**config.mk**
```make
export PLATFORM = sky130hd
export DESIGN_NAME = ula_multiciclo
export DESIGN_NICKNAME = d
export VERILOG_FILES = /design/src/rtl/ula_pkg.sv /design/src/rtl/ula_muldiv_iter.sv /design/src/rtl/ula_multiciclo.sv
export SDC_FILE = /design/constraint.sdc
export NUM_CORES = 1
export LEC_CHECK = 0
export ABC_AREA = 1
export BUFFER_PORTS_ARGS = -buffer_cell sky130_fd_sc_hd__buf_4
export CAP_MARGIN = 20
export CORE_MARGIN = 8
export CORE_UTILIZATION = 34
export DETAILED_ROUTE_END_ITERATION = 10
export GPL_TIMING_DRIVEN = 0
export PLACE_DENSITY = 0.52
export SLEW_MARGIN = 15
export SYNTH_ARGS = -nofsm -noshare
export SYNTH_HDL_FRONTEND = slang
export SYNTH_SLANG_ARGS = --single-unit
```
**constraint.sdc**
```tcl
create_clock -name clock -period 2.4 [get_ports clock]
set_clock_uncertainty 0.05 [all_clocks]
set_input_delay 0 -clock clock [delete_from_list [all_inputs] [get_ports clock]]
set_output_delay 0 -clock clock [all_outputs]
set_load 0.05 [all_outputs]
```
**src/rtl/ula_pkg.sv**
```systemverilog
// ula_pkg: shared definitions for the multi-cycle ALU.
//   - 5-bit opcode constants (same encoding as the former combinational ALU)
//   - FSM state type for the top-level controller
//   - is_iterativa(): tells whether an opcode uses the shift/subtract datapath
package ula_pkg;

  localparam logic [4:0] soma          = 5'b00000;
  localparam logic [4:0] subtracao     = 5'b00001;
  localparam logic [4:0] multiplicacao = 5'b00010;
  localparam logic [4:0] divisao       = 5'b00011;
  localparam logic [4:0] restoDivisao  = 5'b00100;
  localparam logic [4:0] OPor          = 5'b00101;
  localparam logic [4:0] OPand         = 5'b00110;
  localparam logic [4:0] OPnot         = 5'b00111;
  localparam logic [4:0] OPxor         = 5'b01000;
  localparam logic [4:0] OPnor         = 5'b01001;
  localparam logic [4:0] OPnand        = 5'b01010;
  localparam logic [4:0] OPxnor        = 5'b01011;
  localparam logic [4:0] maior         = 5'b01110;
  localparam logic [4:0] seguidor      = 5'b11111;

  // Explicit encodings so the debug state output is stable across tools.
  typedef enum logic [1:0] {
    OCIOSO = 2'd0,
    CALC   = 2'd1,
    FIM    = 2'd2
  } estado_t;

  function automatic logic is_iterativa(input logic [4:0] op);
    return (op == multiplicacao) || (op == divisao) || (op == restoDivisao);
  endfunction

endpackage

```
**src/rtl/ula_muldiv_iter.sv**
```systemverilog
// ula_muldiv_iter: iterative unsigned multiply / restoring divide datapath.
// One partial product (mul) or one quotient bit (div) per clock edge.
//   clock, reset : rising-edge clock, synchronous active-high reset
//   start        : load operands and clear the counter (a, b, modo sampled)
//   modo         : 0 = multiply, 1 = divide
//   a, b         : operands (mul: a*b ; div: a / b)
//   hi, lo       : result of the step taken at the coming edge;
//                  meaningful when done=1 (mul: product high/low,
//                  div: remainder/quotient)
//   done         : the coming edge performs the final (WIDTH-th) step
module ula_muldiv_iter #(
  parameter int WIDTH = 32,
  parameter int CNT_W = $clog2(WIDTH) + 1
) (
  input  logic             clock,
  input  logic             reset,
  input  logic             start,
  input  logic             modo,
  input  logic [WIDTH-1:0] a,
  input  logic [WIDTH-1:0] b,
  output logic [WIDTH-1:0] hi,
  output logic [WIDTH-1:0] lo,
  output logic             done
);

  logic             busy_q;
  logic             modo_q;
  logic [CNT_W-1:0] cnt_q;
  // Multiplicand (mul) or divisor (div): the value added/subtracted each step.
  logic [WIDTH-1:0] oper_q;
  // hi_q/lo_q: running product {hi,lo} for mul, {remainder, dividend->quotient} for div.
  logic [WIDTH-1:0] hi_q;
  logic [WIDTH-1:0] lo_q;

  logic [WIDTH-1:0] hi_step;
  logic [WIDTH-1:0] lo_step;
  logic [WIDTH:0]   soma_w;
  logic [WIDTH:0]   desloc_w;
  logic [WIDTH:0]   dif_w;

  always_comb begin
    // Shift-add: add multiplicand when the current multiplier LSB is 1,
    // then shift the whole {carry, hi, lo} right by one.
    soma_w   = {1'b0, hi_q} + (lo_q[0] ? {1'b0, oper_q} : '0);
    // Restoring step: bring in the next dividend bit and try to subtract.
    desloc_w = {hi_q, lo_q[WIDTH-1]};
    dif_w    = desloc_w - {1'b0, oper_q};
    if (!modo_q) begin
      hi_step = soma_w[WIDTH:1];
      lo_step = {soma_w[0], lo_q[WIDTH-1:1]};
    end else if (!dif_w[WIDTH]) begin
      // No borrow: subtraction fits, quotient bit is 1.
      hi_step = dif_w[WIDTH-1:0];
      lo_step = {lo_q[WIDTH-2:0], 1'b1};
    end else begin
      hi_step = desloc_w[WIDTH-1:0];
      lo_step = {lo_q[WIDTH-2:0], 1'b0};
    end
  end

  assign hi   = hi_step;
  assign lo   = lo_step;
  assign done = busy_q && (cnt_q == CNT_W'(WIDTH - 1));

  always_ff @(posedge clock) begin
    if (reset) begin
      busy_q <= 1'b0;
      modo_q <= 1'b0;
      cnt_q  <= '0;
      oper_q <= '0;
      hi_q   <= '0;
      lo_q   <= '0;
    end else if (start) begin
      busy_q <= 1'b1;
      modo_q <= modo;
      cnt_q  <= '0;
      oper_q <= modo ? b : a;
      hi_q   <= '0;
      lo_q   <= modo ? a : b;
    end else if (busy_q) begin
      hi_q  <= hi_step;
      lo_q  <= lo_step;
      cnt_q <= cnt_q + CNT_W'(1);
      if (done) begin
        busy_q <= 1'b0;
      end
    end
  end

endmodule

```
**src/rtl/ula_multiciclo.sv**
```systemverilog
// ula_multiciclo: multi-cycle ALU with architectural HI/LO registers.
//   clock, reset        : rising-edge clock, synchronous active-high reset
//   inicio, ulaOP       : start strobe and opcode (accepted while ocupado=0)
//   RS, RT              : operands, sampled with inicio
//   saidaULA            : result register
//   saidaHI, saidaLO    : HI/LO registers (written by mul/div/rem only)
//   ocupado             : iterative operation in progress
//   pronto              : one-cycle pulse, result valid this cycle
//   divZero             : last accepted op was div/rem with RT=0
//   estado              : current FSM state (debug visibility)
// Handshake: an op is accepted on a rising edge where inicio=1 and ocupado=0;
// its result is presented in the cycle where pronto=1. inicio while ocupado=1
// is dropped, not queued.
module ula_multiciclo
  import ula_pkg::*;
#(
  parameter int WIDTH = 32,
  parameter int CNT_W = $clog2(WIDTH) + 1
) (
  input  logic             clock,
  input  logic             reset,
  input  logic             inicio,
  input  logic [4:0]       ulaOP,
  input  logic [WIDTH-1:0] RS,
  input  logic [WIDTH-1:0] RT,
  output logic [WIDTH-1:0] saidaULA,
  output logic [WIDTH-1:0] saidaHI,
  output logic [WIDTH-1:0] saidaLO,
  output logic             ocupado,
  output logic             pronto,
  output logic             divZero,
  output logic [1:0]       estado
);

  estado_t          estado_q, estado_d;
  logic [WIDTH-1:0] ula_q, ula_d;
  logic [WIDTH-1:0] hi_q, hi_d;
  logic [WIDTH-1:0] lo_q, lo_d;
  logic             pronto_q, pronto_d;
  logic             dz_q, dz_d;
  logic [4:0]       op_q, op_d;

  logic             iter_start;
  logic             iter_done;
  logic [WIDTH-1:0] iter_hi;
  logic [WIDTH-1:0] iter_lo;
  logic [WIDTH-1:0] alu_res;
  logic             eh_div;

  assign eh_div = (ulaOP == divisao) || (ulaOP == restoDivisao);

  // Single-cycle operations.
  always_comb begin
    alu_res = '0;
    case (ulaOP)
      soma:      alu_res = RS + RT;
      subtracao: alu_res = RS - RT;
      OPor:      alu_res = RS | RT;
      OPand:     alu_res = RS & RT;
      OPnot:     alu_res = ~RS;
      OPxor:     alu_res = RS ^ RT;
      OPnor:     alu_res = ~(RS | RT);
      OPnand:    alu_res = ~(RS & RT);
      OPxnor:    alu_res = ~(RS ^ RT);
      maior:     alu_res = {{(WIDTH-1){1'b0}}, (RS > RT)};
      seguidor:  alu_res = RT;
      default:   alu_res = '0;
    endcase
  end

  always_comb begin
    estado_d   = estado_q;
    ula_d      = ula_q;
    hi_d       = hi_q;
    lo_d       = lo_q;
    pronto_d   = 1'b0;
    dz_d       = dz_q;
    op_d       = op_q;
    iter_start = 1'b0;
    case (estado_q)
      CALC: begin
        if (iter_done) begin
          ula_d    = (op_q == restoDivisao) ? iter_hi : iter_lo;
          hi_d     = iter_hi;
          lo_d     = iter_lo;
          pronto_d = 1'b1;
          estado_d = FIM;
        end
      end
      default: begin
        // OCIOSO and FIM behave identically: FIM just carries the pronto pulse.
        estado_d = OCIOSO;
        if (inicio) begin
          dz_d = 1'b0;
          op_d = ulaOP;
          if (is_iterativa(ulaOP) && !(eh_div && (RT == '0))) begin
            iter_start = 1'b1;
            estado_d   = CALC;
          end else if (eh_div) begin
            // Division by zero completes immediately with a defined result.
            lo_d     = '1;
            hi_d     = RS;
            ula_d    = (ulaOP == divisao) ? '1 : RS;
            dz_d     = 1'b1;
            pronto_d = 1'b1;
          end else begin
            ula_d    = alu_res;
            pronto_d = 1'b1;
          end
        end
      end
    endcase
  end

  always_ff @(posedge clock) begin
    if (reset) begin
      estado_q <= OCIOSO;
      ula_q    <= '0;
      hi_q     <= '0;
      lo_q     <= '0;
      pronto_q <= 1'b0;
      dz_q     <= 1'b0;
      op_q     <= '0;
    end else begin
      estado_q <= estado_d;
      ula_q    <= ula_d;
      hi_q     <= hi_d;
      lo_q     <= lo_d;
      pronto_q <= pronto_d;
      dz_q     <= dz_d;
      op_q     <= op_d;
    end
  end

  ula_muldiv_iter #(
    .WIDTH (WIDTH),
    .CNT_W (CNT_W)
  ) u_iter (
    .clock (clock),
    .reset (reset),
    .start (iter_start),
    .modo  (ulaOP != multiplicacao),
    .a     (RS),
    .b     (RT),
    .hi    (iter_hi),
    .lo    (iter_lo),
    .done  (iter_done)
  );

  assign saidaULA = ula_q;
  assign saidaHI  = hi_q;
  assign saidaLO  = lo_q;
  assign ocupado  = (estado_q == CALC);
  assign pronto   = pronto_q;
  assign divZero  = dz_q;
  assign estado   = estado_q;

endmodule

```
==> results_tabular.tex, run 1 <==
\begin{tabular}{lr}
\hline
Metric & Value \\
\hline
\multicolumn{2}{l}{\textbf{Run status}} \\
Run status & complete, but fails checks \\
Violated checks & setup timing \\
\multicolumn{2}{l}{\textbf{Power}} \\
Clock share of power & 26.0\% \\
Relative contribution of combinational cells to total power & 47.8\% \\
Worst VDD drop & 0.548 mV \\
Internal power component & 0.00783 W \\
Sw Pwr & 0.00630 W \\
Power Dens Cells & 478 nW/um2 \\
Power, Total & 0.0141 W \\
Seq pwr share & 26.2\% \\
Switching Share & 44.6\% \\
P\_leak & 14.2 nW \\
\multicolumn{2}{l}{\textbf{Timing}} \\
Fmax & 352 MHz \\
Final min period & 2840 ps \\
Final hold violations & 0 \\
Count of pins over their slew limit & 0 \\
Endpoints failing setup & 100 \\
Final setup slack of the worst path & -440 ps \\
Worst slew pin tran & 1170 ps \\
Worst rel slew slack & 22.2\% \\
Setup TNS after final layout & -25660 ps \\
Unrepaired setup endpoints after global routing & yes \\
Final worst path period share & 118\% \\
\multicolumn{2}{l}{\textbf{Logic synthesis}} \\
Mean area per synthesized cell & 5.75 um2 \\
Mapped Nets & 4103 \\
Share of synthesized area occupied by flip-flops and latches & 18.8\% \\
Synth Instances & 3863 \\
Yosys warnings & 0 \\
Post-Syn Area & 22200 um2 \\
Number of flops mapped to enable cells by yosys & 0 \\
Flops \& latches, synth & 209 \\
Most used DFF post-synth & sky130\_fd\_sc\_hd\_\_dfxtp\_1 \\
Share of synthesized registers carrying an async set or reset & 0\% \\
Unique masters post-synth & 50 \\
\multicolumn{2}{l}{\textbf{Finish}} \\
Final \#Nets & 4420 \\
Area added between synthesis and finish & 32.9\% \\
Antenna Diode Count & 0 \\
Share of final-layout standard cells stronger than drive strength 1 & 21.3\% \\
Cell area after layout & 29500 um2 \\
Most common cell after layout, fill and taps aside & sky130\_fd\_sc\_hd\_\_nand2\_1 \\
Commonest cells after routing, fill and taps aside & 875 x sky130\_fd\_sc\_hd\_\_nand2\_1, 586 x sky130\_fd\_sc\_hd\_\_inv\_1, 271 x sky130\_fd\_sc\_hd\_\_nor2\_1 \\
\multicolumn{2}{l}{\textbf{Floorplan}} \\
Die extent in x & 272 um \\
Number of top-level pins & 173 \\
Floorplan die area & 73800 um2 \\
Initial Utilization & 34.4\% \\
Area of the core & 64600 um2 \\
Die height & 272 um \\
Row count & 93 \\
\multicolumn{2}{l}{\textbf{Placement}} \\
Placer congestion estimate & 1.08 \\
Post-Place Cell Area & 24600 um2 \\
Worst slack at placement & -1040 ps \\
PortBufs & 170 \\
HPWL Detailed & 107000 um \\
\multicolumn{2}{l}{\textbf{Clock network}} \\
Clock transition at path regs & 70 ps \\
Cts bufs inserted & 24 \\
Clock latency at the later pin of the worst-skew pair & 570 ps \\
Clock tree from TritonCTS & built \\
H-tree levels & 1 \\
Number of clock sinks seen by CTS & 209 \\
Clk Tree Root Cell & sky130\_fd\_sc\_hd\_\_clkbuf\_16 \\
Max Buffers Root-to-Sink & 3 \\
\multicolumn{2}{l}{\textbf{Setup path}} \\
Crit. End Element & flop \\
Critical register-to-register path startpoint & u\_iter.lo\_q[0] \\
Category of the worst setup path launch point & primary input \\
Worst r2r dst & saidaULA[29] \\
Worst path top cell family by delay & simple AND/OR/NAND/NOR gates \\
Worst stage delay on the critical path & 430 ps \\
Worst setup path class & primary input to flop \\
Buf+Inv Stages, Crit Path & 5 \\
Endpoint arrival time on the critical path & 3260 ps \\
Most Frequent Cell on Critical Path & sky130\_fd\_sc\_hd\_\_nand2\_1 \\
Crit path max-delay cell type & sky130\_fd\_sc\_hd\_\_nand4\_1 \\
Worst setup slack for register-to-register paths & -420 ps \\
Cells on worst reg2reg path & 22 \\
Peak fanout along the critical path & 9 \\
Crit-path cells & buf\_4 -> inv\_1 -> ha\_1 -> buf\_2 -> inv\_1 -> nand2\_1 -> nor2\_2 -> nand2\_1 -> nor3\_1 -> nand2\_1 -> nand2\_1 -> nand2\_1 -> nand3\_1 -> nand4\_1 -> nand2\_1 -> nand3\_4 -> nand2\_1 -> inv\_1 \\
Required time of the worst setup path & 2820 ps \\
\multicolumn{2}{l}{\textbf{Global routing}} \\
Aggregate global-route resource usage & 33.5\% \\
Sum of overflow across all layers after global routing & 0 \\
Number of global-route vias before repair & 26.9k \\
Maximum number of pins on one net before global-route repair & 16 \\
Wire length of the first global-routing pass & 186000 um \\
Initial antenna violation count & 6 \\
\multicolumn{2}{l}{\textbf{Routing}} \\
Average routed wire per standard cell & 26.1 um \\
Via Count & 29.0k \\
DRC & 0 \\
Total Wirelength & 132000 um \\
First-pass detailed-route iteration total & 6 \\
Number of nets with antenna violations after routing & 0 \\
Starting DRT DRC Count & 3612 \\
Vias/cell & 5.74 \\
\multicolumn{2}{l}{\textbf{Job}} \\
Reported max-cap violation count & 0 \\
\multicolumn{2}{l}{\textbf{Worst hold path}} \\
Hold\_sp & RT[30] \\
Worst hold path endpoint & u\_iter.lo\_q[30] \\
WHS Path Cells & 5 \\
Worst hold path class & primary input to flop \\
\hline
\end{tabular}
synthesized netlist by cell type, drive strengths merged, types with 10 or more instances:
cell type	number	share of area [%]
dfxtp	209	19
nor4	19	0.54
o21ai	316	7.1
xnor2	10	0.39
nand4	56	1.6
mux2i	22	0.99
o211ai	29	0.98
or2	11	0.31
o221ai	24	0.95
inv	608	10
o21bai	20	0.68
buf	82	2.0
xor2	19	0.75
clkbuf	95	1.6
nand2	1063	18
a21oi	335	7.6
o2111ai	15	0.59
a211oi	62	2.1
nand3	246	5.6
ha	164	9.2
nor2	306	5.2
nor3	45	1.0
o22ai	59	1.7
worst register-to-register path, cell delays in order (launching register included):
cell	delay (ps)
sky130_fd_sc_hd__dfxtp_2	340
sky130_fd_sc_hd__buf_12	150
sky130_fd_sc_hd__nand2_2	50
sky130_fd_sc_hd__inv_1	60
sky130_fd_sc_hd__ha_2	170
sky130_fd_sc_hd__inv_1	60
sky130_fd_sc_hd__fa_2	360
sky130_fd_sc_hd__inv_2	80
sky130_fd_sc_hd__nand3_2	80
sky130_fd_sc_hd__nand2_4	110
sky130_fd_sc_hd__nand2_2	70
sky130_fd_sc_hd__nand2_4	90
sky130_fd_sc_hd__nand3_2	90
sky130_fd_sc_hd__nand2_4	130
sky130_fd_sc_hd__nand2_2	80
sky130_fd_sc_hd__nand2_1	80
sky130_fd_sc_hd__nand2_1	60
sky130_fd_sc_hd__nand3_2	110
sky130_fd_sc_hd__nand3_4	150
sky130_fd_sc_hd__nand2_4	110
sky130_fd_sc_hd__nand3_4	100
sky130_fd_sc_hd__nand2_1	90
sky130_fd_sc_hd__inv_1	40
kinds of logic (layout without fill, tap and decap cells):
group           Yosys count  count (layout)  synth area share [%]
mux                      22              22                 0.991
compound gates          885             885                  22.5
simple gates           1761            1761                  32.9
buf+inv                 789            1119                  14.0
xor+xnor                 29              29                  1.14
fa+ha+maj               168             168                  9.60
flops                   209             209                  18.8
layout make-up:
type	instances	area, um2
buffer	174	921
sequential	209	4220
inverter	612	2300
tap	855	1070
fill	7015	35100
timing repair buffer	294	2520
multi-input combinational	2865	17700
clock inverter	5	50.0
clock buffer	34	688
state kept, by name (all words and copies together), names as in the netlist, 2 cells and up:
register / cells
u_iter.hi_q: 32
op_q: 5
u_iter.cnt_q: 6
u_iter.lo_q: 32
u_iter.oper_q: 32
saidaLO: 32
saidaHI: 32
estado: 2
saidaULA: 32
power groups by stage:
| stage | clock [W] | combinational, W | sequential, W |
|---|---|---|---|
| detailed placement | 0 | 0.00495 | 0.00376 |
| finish | 0.00367 | 0.00676 | 0.00370 |
| CTS | 0.00366 | 0.00585 | 0.00369 |
| global placement | 0 | 0.00495 | 0.00376 |
| global route | 0.00381 | 0.00716 | 0.00371 |
| floorplan | 0 | 0.00297 | 0.00389 |
layer usage:
metal	global-route usage [%]	vias up	wire length [um]
li1	-	13300	-
met2	49.1	1770	53300
met4	13.7	2	6910
met3	8.42	288	15400
met5	0	-	13
met1	46.3	13600	56000
timing repair:
| item | 4_1_cts | 5_1_grt |
|---|---|---|
| buffers inserted | 23 | 22 |
| setup endpoints to repair | 141 | 170 |
| resized for setup | 392 | 410 |
| hold buffers | 76 | 0 |
| pin swaps | 67 | 108 |
| hold endpoints to repair | 72 | 0 |
| gates cloned | 2 | 1 |
per-stage QoR:
stage	hold slack, ps	util (%)	cells
after floorplan	98.5	-	3863
after global placement	267	38.0	4888
after detailed placement	265	38.0	4888
after CTS	7.15	43.2	5027
after global routing	12.4	45.7	5048
final	15.6	45.7	5048
worst max path at each step:
stage | to | slack, ps | cells past startpoint | from
2_1_floorplan | saidaULA[28] | 30 | 22 | u_iter.lo_q[31]
3_3_place_gp | saidaULA[26] | -1080 | 20 | u_iter.lo_q[0]
3_5_place_dp | saidaULA[26] | -1040 | 20 | u_iter.lo_q[0]
4_1_cts | saidaULA[26] | -410 | 22 | u_iter.lo_q[31]
5_1_grt | saidaULA[30] | -490 | 22 | u_iter.lo_q[31]
6_report | saidaULA[29] | -440 | 18 | RS[24]
Power figures use the tool's default switching activity.
==> inputs of run 2 (changes only) <==
Settings changed: PLACE_DENSITY 0.52 to 0.5.
Clock period 2.4 ns to 3.1 ns, I/O delays scaled along.
==> results_tabular.tex, run 2 (synthesized netlist as in run 1, its figures left out) <==
\begin{tabular}{lr}
\hline
Metric & Value \\
\hline
\multicolumn{2}{l}{\textbf{Timing}} \\
Fmax & 317 MHz \\
Final hold slack & 37.2 ps (+21.7 ps) \\
Final hold violations & 0 (unchanged) \\
Worst slew pin tran & 1060 ps (-102 ps) \\
Count of pins over their slew limit & 0 (unchanged) \\
Endpoints failing setup & 2 (-98\%) \\
Final min period & 3150 ps \\
Unrepaired setup endpoints after global routing & yes \\
Worst rel slew slack & 28.3\% (+6.0 points) \\
Final worst path period share & 102\% \\
Final setup slack of the worst path & -50.1 ps (+390 ps) \\
\multicolumn{2}{l}{\textbf{Worst hold path}} \\
Worst hold path class & primary input to flop \\
Worst hold path endpoint & u\_iter.oper\_q[17] \\
Hold\_sp & RS[17] \\
WHS Path Cells & 5 (unchanged) \\
\multicolumn{2}{l}{\textbf{Setup path}} \\
Endpoint arrival time on the critical path & 3570 ps (+310 ps) \\
Worst setup slack for register-to-register paths & -50 ps (+370 ps) \\
Cells on worst reg2reg path & 9 (-59\%) \\
Worst setup path class & flop to flop \\
Worst r2r dst & saidaULA[31] \\
Category of the worst setup path launch point & flop \\
Crit. End Element & flop \\
Required time of the worst setup path & 3520 ps (+700 ps) \\
Worst stage delay on the critical path & 950 ps (+520 ps) \\
Crit-path cells & nor3\_1 -> and2\_1 -> clkbuf\_1 -> clkdlybuf4s15\_1 -> nand3\_2 -> nand2\_1 -> nand3\_2 -> nand2\_1 -> inv\_1 \\
Peak fanout along the critical path & 10 (+1) \\
Crit path max-delay cell type & sky130\_fd\_sc\_hd\_\_clkdlybuf4s15\_1 \\
Critical register-to-register path startpoint & op\_q[3] \\
\multicolumn{2}{l}{\textbf{Floorplan}} \\
Number of top-level pins & 173 (unchanged) \\
Floorplan die area & 73800 um2 (unchanged) \\
Row count & 93 (unchanged) \\
Die height & 272 um (unchanged) \\
Area of the core & 64600 um2 (unchanged) \\
Die extent in x & 272 um (unchanged) \\
Initial Utilization & 34.4\% (unchanged) \\
\multicolumn{2}{l}{\textbf{Clock network}} \\
H-tree levels & 1 (unchanged) \\
Cts bufs inserted & 25 (+4.2\%) \\
Number of clock sinks seen by CTS & 209 (unchanged) \\
Clock latency at the later pin of the worst-skew pair & 590 ps (+20 ps) \\
Clock tree from TritonCTS & built \\
Max Buffers Root-to-Sink & 3 (unchanged) \\
Clock transition at path regs & 60 ps (about the same) \\
Clk Tree Root Cell & sky130\_fd\_sc\_hd\_\_clkbuf\_16 \\
\multicolumn{2}{l}{\textbf{Placement}} \\
PortBufs & 170 (unchanged) \\
Worst slack at placement & -639 ps (+397 ps) \\
Placer congestion estimate & 1.04 (-3.9\%) \\
Post-Place Cell Area & 24600 um2 (about the same) \\
HPWL Detailed & 109000 um (+2.3\%) \\
\multicolumn{2}{l}{\textbf{Finish}} \\
Commonest cells after routing, fill and taps aside & 999 x sky130\_fd\_sc\_hd\_\_nand2\_1, 596 x sky130\_fd\_sc\_hd\_\_inv\_1, 307 x sky130\_fd\_sc\_hd\_\_a21oi\_1 \\
Cell area after layout & 27100 um2 (-8.1\%) \\
Final \#Nets & 4379 (-0.93\%) \\
Most common cell after layout, fill and taps aside & sky130\_fd\_sc\_hd\_\_nand2\_1 \\
Share of final-layout standard cells stronger than drive strength 1 & 12.1\% (-9.2 points) \\
Area added between synthesis and finish & 22.1\% \\
\multicolumn{2}{l}{\textbf{Routing}} \\
Via Count & 28.4k (-2.1\%) \\
Average routed wire per standard cell & 26.1 um (about the same) \\
DRC & 0 (unchanged) \\
Vias/cell & 5.66 (-1.4\%) \\
Total Wirelength & 131000 um (-0.75\%) \\
Number of nets with antenna violations after routing & 0 (unchanged) \\
Starting DRT DRC Count & 3664 (+1.4\%) \\
First-pass detailed-route iteration total & 9 (+3) \\
\multicolumn{2}{l}{\textbf{Job}} \\
Reported max-cap violation count & 0 (unchanged) \\
\multicolumn{2}{l}{\textbf{Power}} \\
Switching Share & 44.0\% (-0.63 points) \\
P\_leak & 13.6 nW (-4.0\%) \\
Power Dens Cells & 385 nW/um2 (-19\%) \\
Internal power component & 0.00585 W (-25\%) \\
Worst VDD drop & 0.311 mV (-43\%) \\
Relative contribution of combinational cells to total power & 43.0\% (-4.8 points) \\
Sw Pwr & 0.00459 W (-27\%) \\
Seq pwr share & 27.4\% (+1.2 points) \\
Clock share of power & 29.6\% (+3.6 points) \\
\multicolumn{2}{l}{\textbf{Global routing}} \\
Aggregate global-route resource usage & 33.4\% (-0.13 points) \\
Sum of overflow across all layers after global routing & 0 (unchanged) \\
Number of global-route vias before repair & 26.0k (-3.1\%) \\
Wire length of the first global-routing pass & 184000 um (-0.91\%) \\
Maximum number of pins on one net before global-route repair & 14 (-2) \\
Initial antenna violation count & 0 (-6) \\
\multicolumn{2}{l}{\textbf{Run status}} \\
Run status & complete, but fails checks \\
Violated checks & setup timing \\
\hline
\end{tabular}
-- run 2: cell types whose count changed in the layout (fill, tap and decap cells not counted), sizes merged --
| cell | before | now |
|---|---|---|
| buf | 295 | 253 |
| bufinv | 0 | 2 |
| clkbuf | 130 | 132 |
| clkinv | 8 | 10 |
| clkinvlp | 1 | 6 |
| diode | 0 | 1 |
| dlygate4sd3 | 76 | 74 |
| inv | 608 | 605 |
-- run 2: critical path, delay by kind of cell, from the launching register on --
kind | cells | cell delay [ps]
flops | 1 | 310
buf+inv | 3 | 1600
simple gates | 6 | 1080
-- run 2: metrics by stage --
step | utilization, % | setup TNS, ps | total power, W | instances
6_report | 42.0 | -51.1 | 0.0104 | 5013
5_1_grt | 42.0 | -365 | 0.0108 | 5012
4_1_cts | 41.1 | -101 | 0.0100 | 5007
3_5_place_dp | 38.0 | -23700 | 0.00676 | 4888
3_3_place_gp | 38.0 | -24570 | 0.00678 | 4888
2_1_floorplan | - | 0 | 0.00530 | 3863
-- run 2: layer usage --
layer	part of all wire, %	GRT usage, %
met5	0	0
met4	4.1	11.4
met2	40	48.4
met3	10	7.48
met1	45	47.9
-- run 2: layout make-up --
type,count,area (um2)
Multi-Input combinational cell,2865,15800
Sequential cell,209,4190
Buffer,175,853
Timing Repair Buffer,251,2110
Clock buffer,34,679
Antenna cell,1,2.50
Inverter,612,2310
Fill cell,7350,37500
Clock inverter,11,129
Tap cell,855,1070
-- run 2: timing repair --
item | CTS | global route
setup buffers | 1 | 5
endpoints found under the hold margin | 71 | 0
endpoints found under the setup margin | 84 | 86
hold buffers | 74 | 0
gates resized for setup | 88 | 169
pin swaps | 9 | 26
cloned | 0 | 1
-- run 2: power by group through the flow --
stage	Clock, W	Combinational [W]	Sequential, W
2_1_floorplan	0	0.00229	0.00301
3_3_place_gp	0	0.00386	0.00291
5_1_grt	0.00319	0.00479	0.00286
6_report	0.00309	0.00450	0.00286
3_5_place_dp	0	0.00385	0.00291
4_1_cts	0.00308	0.00411	0.00286
-- run 2: worst max path at each step --
| stage | from | endpoint | slack (ps) | cells after the start |
|---|---|---|---|---|
| after floorplan | u_iter.lo_q[0] | u_iter.hi_q[17] | 620 | 19 |
| after CTS | u_iter.lo_q[31] | saidaULA[29] | -30 | 22 |
| after global placement | u_iter.lo_q[0] | saidaULA[25] | -660 | 19 |
| final | op_q[3] | saidaULA[31] | -50 | 9 |
| after global routing | u_iter.lo_q[31] | saidaULA[31] | -60 | 22 |
| after detailed placement | u_iter.lo_q[0] | saidaULA[25] | -640 | 19 |
